===== config.mk =====
export PLATFORM = sky130hd
export DESIGN_NAME = c16_sound
export DESIGN_NICKNAME = d
export VERILOG_FILES = /design/src/rtl/c16_sound.sv
export SDC_FILE = /design/constraint.sdc
export NUM_CORES = 1
export LEC_CHECK = 0
export ABC_AREA = 1
export CORE_MARGIN = 2
export CORE_UTILIZATION = 45
export CTS_BUF_LIST = sky130_fd_sc_hd__clkbuf_8
export CTS_CLUSTER_DIAMETER = 60
export DETAILED_ROUTE_END_ITERATION = 16
export RECOVER_POWER = 50
export SLEW_MARGIN = 30
export SYNTH_ARGS = -nofsm -noshare
export SYNTH_HDL_FRONTEND = slang
export SYNTH_SLANG_ARGS = --single-unit

===== constraint.sdc =====
create_clock -name clk -period 5.09 [get_ports clk]
set_input_delay 0.509 -clock clk [delete_from_list [all_inputs] [get_ports clk]]
set_output_delay 0.509 -clock clk [all_outputs]
set_load 0.01 [all_outputs]

===== src/rtl/c16_sound.sv =====
// c16_sound: four-channel tone/noise synthesizer fed by the core's sound
// register-write port; emits a signed 16-bit PCM sample once per tick.

module c16_sound_chan (
    input  logic              clk,
    input  logic              resetn,
    input  logic              tick,
    input  logic              wen,
    input  logic [1:0]        w_param,
    input  logic [15:0]       w_val,
    output logic              bit_out,
    output logic signed [8:0] contrib
);

    logic [15:0] inc;
    logic [15:0] duty;
    logic [7:0]  vol;
    logic [1:0]  ctl;
    logic [15:0] phase;
    logic [15:0] lfsr;

    logic [16:0] phase_sum;
    logic [15:0] lfsr_next;
    logic        raw;
    logic        en;

    assign en        = ctl[0];
    assign phase_sum = {1'b0, phase} + {1'b0, inc};
    assign lfsr_next = (lfsr >> 1) ^ (lfsr[0] ? 16'hB400 : 16'h0000);
    assign raw       = ctl[1] ? lfsr[0] : (phase < duty);
    assign bit_out   = en & raw;

    always_comb begin
        contrib = '0;
        if (en) begin
            if (raw) begin
                contrib = $signed({1'b0, vol});
            end else begin
                contrib = -$signed({1'b0, vol});
            end
        end
    end

    // a ctl write lands after the tick update so its clear/reseed wins
    always_ff @(posedge clk or negedge resetn) begin
        if (!resetn) begin
            inc   <= '0;
            duty  <= 16'h8000;
            vol   <= '0;
            ctl   <= '0;
            phase <= '0;
            lfsr  <= 16'h0001;
        end else begin
            if (tick) begin
                phase <= phase_sum[15:0];
                if (phase_sum[16]) begin
                    lfsr <= lfsr_next;
                end
            end
            if (wen) begin
                unique case (w_param)
                    2'd0: inc  <= w_val;
                    2'd1: duty <= w_val;
                    2'd2: vol  <= w_val[7:0];
                    2'd3: begin
                        ctl   <= w_val[1:0];
                        phase <= '0;
                        lfsr  <= 16'h0001;
                    end
                    default: ;
                endcase
            end
        end
    end

endmodule

module c16_sound #(
    parameter int unsigned SAMPLE_DIV = 1042
) (
    input  logic        clk,
    input  logic        resetn,
    input  logic        snd_wen,
    input  logic [1:0]  w_param,
    input  logic [10:0] w_index,
    input  logic [15:0] w_val,
    output logic [15:0] sample,
    output logic        sample_valid,
    output logic [3:0]  chan_out
);

    localparam logic [15:0] DIV_LAST = 16'(SAMPLE_DIV - 1);

    logic [15:0]       div_cnt;
    logic              tick;
    logic [3:0]        bits;
    logic signed [8:0] contrib [4];
    logic signed [10:0] sum;
    logic [8:0]        unused_index;

    // upper index bits alias onto the four channels
    assign unused_index = w_index[10:2];
    assign tick         = (div_cnt == DIV_LAST);

    for (genvar n = 0; n < 4; n++) begin : g_chan
        logic sel;
        assign sel = snd_wen && (w_index[1:0] == 2'(n));

        c16_sound_chan u_chan (
            .clk     (clk),
            .resetn  (resetn),
            .tick    (tick),
            .wen     (sel),
            .w_param (w_param),
            .w_val   (w_val),
            .bit_out (bits[n]),
            .contrib (contrib[n])
        );
    end

    always_comb begin
        sum = '0;
        for (int n = 0; n < 4; n++) begin
            sum = sum + {{2{contrib[n][8]}}, contrib[n]};
        end
    end

    always_ff @(posedge clk or negedge resetn) begin
        if (!resetn) begin
            div_cnt      <= '0;
            sample       <= '0;
            sample_valid <= 1'b0;
            chan_out     <= '0;
        end else begin
            sample_valid <= tick;
            if (tick) begin
                div_cnt  <= '0;
                sample   <= {sum, 5'b00000};
                chan_out <= bits;
            end else begin
                div_cnt <= div_cnt + 16'd1;
            end
        end
    end

endmodule


==> flow_metrics.tcl <==
set metrics [dict create \
    p_switching_mw 2.350 \
    place.port_buffers 38 \
    synth_area_mm2 0.02029 \
    insertion_delay_ns 0.67 \
    rrSetupSlack_ns 0.39 \
    pwr_density_cell_mw_per_mm2 320.9 \
    nets 2909 \
    drc 0 \
    combPwrFrac_pct 21.6 \
    globalRouteOverflowTotal 0 \
    clkPwrFrac_pct 34.9 \
    cp_cell_sequence "inv_1 > ha_1 > nand4_1 > nor3_1 > nand2_1 > nand2_1 > nand2_1 > nand2_1 > nand2_1 > nor2_1 > fa_1 > inv_1 > fa_1 > inv_1 > ha_1 > inv_1 > fa_1 > o21ai_0 > nand4_1 > nand3_1 > xor2_1 > o21ai_0" \
    reg2reg_depth 22 \
    drtIter0Drc 1185 \
    dp_hpwl_um 35010 \
    antenna_left 0 \
    setup_viol 0 \
    grt_max_degree 121 \
    max_freq_ghz 0.2127 \
    p_leak_nw 11.87 \
    dieWidth_um 216.3 \
    worstPathRequired_ns 5.60 \
    rsz0062_at_grt "no" \
    dieArea_mm2 0.04681 \
    synthTopCellsByArea "dfrtp_1 (39%), nand2_1 (11%), ha_1 (8.6%)" \
    hold_end "chan_out[0]" \
    final_common_cell "nand2_1" \
    cts_tree "built" \
    final.setup_skew_ns 0.04199 \
    crit_top_cell "nand2_1" \
    hold_ws_ns 0.4820 \
    crit_buf_inv 4 \
    std_cell_rows 77 \
    critPathLaunchType "register" \
    violations "capacitance limit, slew limit" \
    fp.dieH_um 216.3 \
    ys_seq_area_share_pct 40.50 \
    clock-sinks 328 \
    hold_viol_final 0 \
    final_cell_mix "nand2_1 (593), inv_1 (403), dfrtp_1 (320)" \
    crit_fanout 9 \
    r2r-start "g_chan[2].u_chan.duty[15]" \
    cp_top_family "adder cells" \
    crit_slowest_cell "dfstp_2" \
    yosysTopAreaCell "dfrtp_1" \
    maxCapViolations 1 \
    drive_gt1_share_pct 5.069 \
    antenna_found_initial 2 \
    route.vias.total 17160 \
    p_int_mw 4.799 \
    grt_pass1_vias 16650 \
    power.share.sequential_pct 43.5 \
    grt_pass1_wl_um 84680 \
    swShare_pct 32.88 \
    finalCritPeriodShare_pct 92.38 \
    report.final.slew_viol_count 55 \
    worstReg2RegEnd "sample[14]" \
    synthCells 2700 \
    synth_top_cell_area_share_pct 39.46 \
    worst_slew_pin_slew_ns 3.437 \
    track_usage_pct 22.43 \
    place.gp.congestion 0.8980 \
    end_kind "register" \
    hold_path_class "reg -> reg" \
    status "finished with violations" \
    cpPeakStageDelay_ns 0.53 \
    htree_num_levels 2 \
    tns_ns 0 \
    period_minus_slack_ns 4.702 \
    cts.path.max_buffers 3 \
    placed_area_mm2 0.02106 \
    p_total_mw 7.149 \
    cts_root_buf "clkbuf_8" \
    viasPerCell 5.114 \
    syn_to_final_growth_pct 9.804 \
    cts_buffers 59 \
    relSlewSlack_pct -129.1 \
    worstHoldStart "chan_out[0]" \
    wire_per_inst_um 15.22 \
    totalWireLength_um 51070 \
    num_io_pins 53 \
    initial_core_util_pct 45.78 \
    ys_types 40 \
    clk_pin_slew_worst_paths_ns 0.06 \
    drt_first_pass_iters 6 \
    postSynthAreaPerCell_um2 7.515 \
    ir_drop_v 0.0001977 \
    ys_warn_count 0 \
    ys_ff_latch 328 \
    design_area_mm2 0.02228 \
    cp.arrival_ns 5.21 \
    worstSetupPathType "reg -> reg" \
    hold_path_depth 2 \
    core_mm2 0.04432 \
]
-- sequential cells by signal (all words and copies together) (netlist names) --
name	flops
g_chan.u_chan.duty	64
g_chan.u_chan.inc	64
g_chan.u_chan.lfsr	64
g_chan.u_chan.phase	64
g_chan.u_chan.vol	32
div_cnt	16
sample	11
g_chan.u_chan.ctl	8
chan_out	4
sample_valid	1
-- power groups by stage --
stage               Combinational (mW)  Sequential, mW  Clock [mW]
CTS                               1.56            3.11        2.56
finish                            1.55            3.11        2.49
floorplan                         1.19            3.07           0
global route                      1.82            3.15        2.69
global placement                  1.51            3.14           0
detailed placement                1.54            3.15           0
-- logic make-up (layout without fill, tap and decap cells) --
family          Yosys count  count (layout)  share of synthesized area, %
buf+inv                 489             547                         9.798
compound gates          497             497                         12.79
flops                   328             328                         40.50
other cells               1               7                       0.01848
fa+ha+maj               163             163                         10.90
xor+xnor                 56              56                         2.417
simple gates           1166            1166                         23.57
-- worst max path at each step --
stage | startpoint | end | slack (ns) | depth (start not counted)
floorplan | g_chan[2].u_chan.duty[15] | sample[14] | 0.89 | 24
global placement | g_chan[2].u_chan.duty[15] | sample[14] | 0.42 | 24
detailed placement | g_chan[2].u_chan.duty[15] | sample[14] | 0.37 | 22
CTS | g_chan[2].u_chan.duty[15] | sample[14] | 0.36 | 22
global route | g_chan[1].u_chan.duty[15] | sample[14] | 0.02 | 21
finish | g_chan[2].u_chan.duty[15] | sample[14] | 0.39 | 22
-- per-layer routing --
metal | vias up | part of all wire (%) | track usage, %
li1 | 8685 | - | -
met1 | 8049 | 48 | 30.76
met2 | 349 | 44 | 36.46
met3 | 78 | 5.3 | 3.958
met4 | 0 | 2.5 | 6.461
met5 | - | 0 | 0
-- cell usage after synthesis, drive strengths merged --
| cell | count |
|---|---|
| nand2 | 606 |
| inv | 383 |
| dfrtp | 320 |
| nor2 | 289 |
| o21ai | 266 |
| nand3 | 214 |
| a21oi | 188 |
| ha | 140 |
| clkbuf | 57 |
| buf | 49 |
| xnor2 | 29 |
| xor2 | 27 |
| fa | 23 |
| nor3 | 20 |
| nand4 | 13 |
| o211ai | 11 |
| or2 | 11 |
| a21o | 8 |
| dfstp | 8 |
| o21bai | 7 |
| nor4 | 6 |
| a211oi | 5 |
| o21a | 4 |
| a31oi | 3 |
| nand3b | 3 |
| o2111ai | 3 |
| a21boi | 2 |
| and2 | 2 |
| and3 | 1 |
| conb | 1 |
| nor3b | 1 |
-- stage by stage --
stage                     worst slack [ns]  std cells  util, %
after floorplan                     0.8875       2704        -
after detailed placement            0.3701       3243    47.52
after global placement              0.4153       3242    47.43
final                               0.3879       3356    50.27
after global routing               0.02266       3355    50.27
after CTS                           0.3613       3353    50.20
-- area by class of cell --
class / count / area (µm²)
Fill cell: 4376 / 22040
Sequential cell: 328 / 8218
Antenna cell: 2 / 5.005
Clock inverter: 40 / 225.2
Inverter: 383 / 1438
Multi-Input combinational cell: 1887 / 10130
Clock buffer: 69 / 949.7
Timing Repair Buffer: 55 / 569.3
Tap cell: 592 / 740.7
-- tightest hold or removal path, cell delays in order (launching register included) --
cell and delay, ns:
dfrtp_1 0.34, nand2_1 0.05, nand2_1 0.05
-- what timing repair did --
action / 4_1_cts / 5_1_grt
hold buffers: 1 / 0
gates resized for setup: 0 / 0
hold endpoints to repair: 91 / 0
setup buffers: 0 / 0
Power figures use the tool's default switching activity.
==> variant 1, RTL diff (same flow settings) <==
Remove the register `sample_valid`: a continuous assignment takes its place, so the output `sample_valid` follows one clock earlier.
--- a/src/rtl/c16_sound.sv
+++ b/src/rtl/c16_sound.sv
@@ -131,6 +131,4 @@
             sample       <= '0;
-            sample_valid <= 1'b0;
             chan_out     <= '0;
         end else begin
-            sample_valid <= tick;
             if (tick) begin
@@ -145,2 +143,4 @@
 
+    assign sample_valid = tick;
+
 endmodule
Check against the original RTL: no difference found for any inputs over 10 cycles, from zero or initial values and one cycle with resetn low; that may be too few to reach the edited logic, so the function may still have changed.
==> variant 1 against the unedited design <==
The flow still finishes with violations (capacitance limit, slew limit). Combinational power is essentially flat. Critical path depth shrank 1. Synthesized area shrank 0.12%. Sequential cell count shrank 1. Worst setup slack is essentially flat. Sequential power is essentially flat. Cell area shrank 0.28%. Routed wire length shrank 0.48%. Via count shrank 0.34%. Power grew 0.19%. Non-clock buffer count shrank 2. Clock skew shrank 12 ps. Critical path type unchanged. Largest cell class unchanged. Largest power group unchanged. Highest routed layer unchanged.
==> variant 1: results (changes against the unedited design) <==
Power
  – Leakage power total: 11.8 nW (-0.28%)
  – Peak VDD IR: 0.196 mV (-1.1%)
  – Internal power: 4.84 mW (+0.86%)

Final layout
  – Fillers: 4437 (+1.4%)
  – Layout cells sized above 1: 0.0472 (-0.00352)
  – Nets: 2906 (-0.10%)
  – Non-Filler Instances: 3349 (-0.21%)

Run status
  – Failing checks: capacitance limit, slew limit
  – Status: complete, but fails checks

GRT
  – Largest net degree at the start of global routing: 102 (-16%)
  – Vias in the first global route: 16177 (-2.8%)
  – GRT Util Overall: 0.221 (-0.00335)
  – First-pass GRT wire length: 83.4 mm (-1.5%)
  – Initial antenna violation count: 1 (-1)

STA
  – Worst Clk Skew: 29.7 ps (-12.3 ps)
  – Max-slew violations: 52 (-5.5%)
  – Actual slew at the worst max-slew pin: 3020 ps (-413 ps)

Place
  – Placer congestion estimate: 0.903 (+0.50%)
  – HPWL after DPL: 34.8 mm (-0.57%)
  – Placed insts: 3241 (-0.062%)

Detailed routing
  – DR iter-0 viols: 1421 (+20%)
  – DR vias: 17102 (-0.34%)
  – Wire length per cell: 15.2 um (-0.27%)
  – First drt pass iteration count: 5 (-1)
  – Antenna-violating nets left: 0 (unchanged)

Worst setup path
  – Worst path slowest cell: fa_1
  – Worst-path fanout max: 6 (-3)
  – Worst EP arrival: 5210 ps (about the same)

Yosys
  – Commonest cells in the netlist: nand2_1 (605), inv_1 (382), dfrtp_1 (319)
  – Register area share after synthesis: 0.404 (-0.000735)
  – Post-Synthesis Cells: 2699 (-0.037%)
  – Asr flop ratio synth: 1.00 (unchanged)
  – Synth top area cells: dfrtp_1 (39%), nand2_1 (11%), ha_1 (8.6%)

Job
  – Max-cap violations: 1 (unchanged)

Clock network
  – Clock Pin Slew Worst Setup and Hold Paths: 60 ps (about the same)
[variant 1: power groups by stage]
| stage | clock (mW) | sequential (mW) | combinational, mW |
|---|---|---|---|
| after floorplan | 0 | 3.06 | 1.19 |
| after global placement | 0 | 3.13 | 1.51 |
| after detailed placement | 0 | 3.14 | 1.55 |
| after CTS | 2.60 | 3.10 | 1.56 |
| after global routing | 2.73 | 3.13 | 1.81 |
| final | 2.51 | 3.10 | 1.55 |
[variant 1: cell type report]
type,count,share of cell area
Clock buffer,73,0.0452
Inverter,383,0.0647
Multi-Input combinational cell,1887,0.456
Clock inverter,33,0.00833
Tap cell,592,0.0333
Timing Repair Buffer,53,0.0235
Antenna cell,1,0.000113
Sequential cell,327,0.369
[variant 1: timing repair]
action / 4_1_cts / 5_1_grt
hold buffers: 1 / 0
hold endpoints to repair: 50 / 0
endpoints found under the setup margin: 0 / 0
[variant 1: path summary, 6_finish.rpt]
kind,end,cells after the start,start,slack (ps)
setup / recovery,sample[14],21,g_chan[0].u_chan.duty[15],390
hold / removal,sample[6],2,sample[6],480
setup reg to reg,sample[14],21,g_chan[0].u_chan.duty[15],390
hold reg to reg,sample[6],2,sample[6],480
max in group asynchronous,g_chan[2].u_chan.lfsr[4],4,resetn,820
min in group asynchronous,g_chan[3].u_chan.phase[13],2,resetn,1380
[variant 1: kinds of logic after synthesis]
logic type,synth area share
fa+ha+maj,0.109
flops,0.404
other cells,0.000185
xor+xnor,0.0242
simple gates,0.236
compound gates,0.128
buf+inv,0.0981
[variant 1: worst min-delay path: cells and delay by family (launching register included)]
family,cells,cell delay (ps)
simple gates,2,110
flops,1,340
[variant 1: metrics by stage]
| stage | cell area (um^2) | setup slack [ps] | hold slack [ps] |
|---|---|---|---|
| after global routing | 22200 | 15.0 | 502 |
| after global placement | 21000 | 421 | 466 |
| after CTS | 22200 | 382 | 322 |
| after detailed placement | 21000 | 386 | 450 |
| after floorplan | 20300 | 888 | 213 |
| final | 22200 | 388 | 477 |
[variant 1: metal layers]
layer  track usage  share of wire
met1         0.307           0.48
met2         0.359           0.45
met3        0.0366          0.051
met4        0.0559          0.020
met5             0              0
==> variant 2, RTL diff (same flow settings) <==
Made on the original files. `SAMPLE_DIV`: 1042 -> 1024.
--- a/src/rtl/c16_sound.sv
+++ b/src/rtl/c16_sound.sv
@@ -78,3 +78,3 @@
 module c16_sound #(
-    parameter int unsigned SAMPLE_DIV = 1042
+    parameter int unsigned SAMPLE_DIV = 1024
 ) (
Behaviour: no difference found for any inputs over 10 cycles, from zero or initial values and one cycle with resetn low; that may be too few to reach the edited logic, so the function may still have changed.
==> variant 2 against the unedited design <==
Count of clock-buffer cells in the layout is 5 higher. Critical path type unchanged. Cell area fell by 0.26%. Worst setup slack worse by 3.0 ps. Power grew 4.9%. Routed wire length down 3.5%. Global-route usage down 0.82 points. Synthesized area shrank 0.70%. The flow still finishes with violations (capacitance limit, slew limit). Core utilization hardly changed. Sequential cell count unchanged.
==> variant 2: results (changes against the unedited design) <==
Run status
  – Status: complete, but fails checks
  – Failing checks: capacitance limit, slew limit

STA
  – Actual slew at the worst max-slew pin: 2770 ps (-667 ps)
  – Worst Clk Skew: 27.8 ps (-14.2 ps)
  – Max-slew violations: 140 (+150%)

Min path
  – Hold Path Depth: 1 (-1)
  – Hold Path Class: reg -> reg
  – Hold Startpoint: div_cnt[0]
  – Hold path endpoint: div_cnt[0]

Final layout
  – Nets: 2833 (-2.6%)
  – Fillers: 4296 (-1.8%)
  – Layout cells sized above 1: 0.0537 (+0.00298)
  – Antenna cells: 0 (-2)

Place
  – # port buffers: 38 (unchanged)
  – HPWL after DPL: 34.0 mm (-2.8%)
  – Placer congestion estimate: 0.892 (-0.72%)

Yosys
  – Adder-Cell Fraction of Synth Area: 0.109 (+0.000144)
  – Commonest cells in the netlist: nand2_1 (634), inv_1 (321), dfrtp_1 (320)
  – Xor/xnor share of the synthesized area: 0.0230 (-0.00113)
  – Asr flop ratio synth: 1.00 (unchanged)
  – Register area share after synthesis: 0.408 (+0.00284)
  – Post-synthesis cell type count: 42 (+5.0%)
  – Synth top area cells: dfrtp_1 (40%), nand2_1 (12%), ha_1 (8.6%)
  – Synth Area in Compound Gates: 0.123 (-0.00469)

GRT
  – GRT Util Overall: 0.216 (-0.00824)
  – Largest net degree at the start of global routing: 109 (-9.9%)
  – First-pass GRT wire length: 82.3 mm (-2.8%)
  – Met2 Use GR: 0.368 (+0.00332)
  – GR Layer Usage met3: 0.0347 (-0.00491)
  – Grt met1 use: 0.282 (-0.0251)
  – Vias in the first global route: 16526 (-0.74%)
  – Initial antenna violation count: 1 (-1)

Power
  – Peak VDD IR: 0.205 mV (+3.8%)
  – Clk network pwr share: 0.370 (+0.021)
  – Comb group: 1.61 mW (+4%)
  – Leakage power total: 11.7 nW (-1.2%)
  – Internal power: 5.11 mW (+6.5%)
  – Clk pwr: 2.78 mW (+12%)

Worst setup path
  – R2r worst-path depth: 21 (-4.5%)
  – Worst path top cell family by delay: adder cells
  – Worst path slowest cell: dfstp_2
  – Worst-path fanout max: 10 (+1)
  – WS Path Type: reg -> reg
  – Worst EP arrival: 5210 ps (about the same)
  – CP max stage delay: 530 ps (about the same)

Detailed routing
  – Metal-1 WL: 23.0 mm (-6.5%)
  – Wire length per cell: 15.1 um (-1.1%)
  – Met3 wire len: 1.87 mm (-32%)
  – Met2 WL post-DR: 23.2 mm (+3.2%)
  – First drt pass iteration count: 7 (+1)
  – Mean number of vias per cell: 5.16 (+0.86%)
  – DR iter-0 viols: 1080 (-8.9%)

Clock network
  – Post-CTS setup buffers: 0 (unchanged)
  – Inserted Clock Buffers: 58 (-1.7%)
  – Hold-fix buffers, CTS: 1 (unchanged)
  – Clock Pin Slew Worst Setup and Hold Paths: 60 ps (about the same)
  – Worst-Skew Late Latency: 670 ps (about the same)

Job
  – Max-cap violations: 2 (+1)
## variant 2: cell count changes in the layout (fill, tap and decap cells not counted), sizes merged, moves of 13 or more
cell	unedited run	this run
inv	405	332
nand3b	3	54
nand2	606	638
o211ai	11	24
a21oi	188	171
nand3	214	175
nor2	289	272
o21ai	266	235
## variant 2: cell type report
type	instances	area (um^2)	share of cell area
sequential	328	8220	0.370
multi-input combinational	1874	10200	0.459
timing repair buffer	54	513	0.0231
clock buffer	74	1020	0.0458
clock inverter	30	309	0.0139
inverter	323	1210	0.0547
tap	592	741	0.0333
## variant 2: stage by stage
step           hold slack [ps]  std cells  worst slack [ps]  cell area (um^2)
6_report                   460       3275               385             22200
4_1_cts                    462       3275               258             22300
5_1_grt                    497       3275              25.1             22200
3_5_place_dp               453       3170               283             20900
3_3_place_gp               447       3170               358             20900
2_1_floorplan              213       2630               848             20200
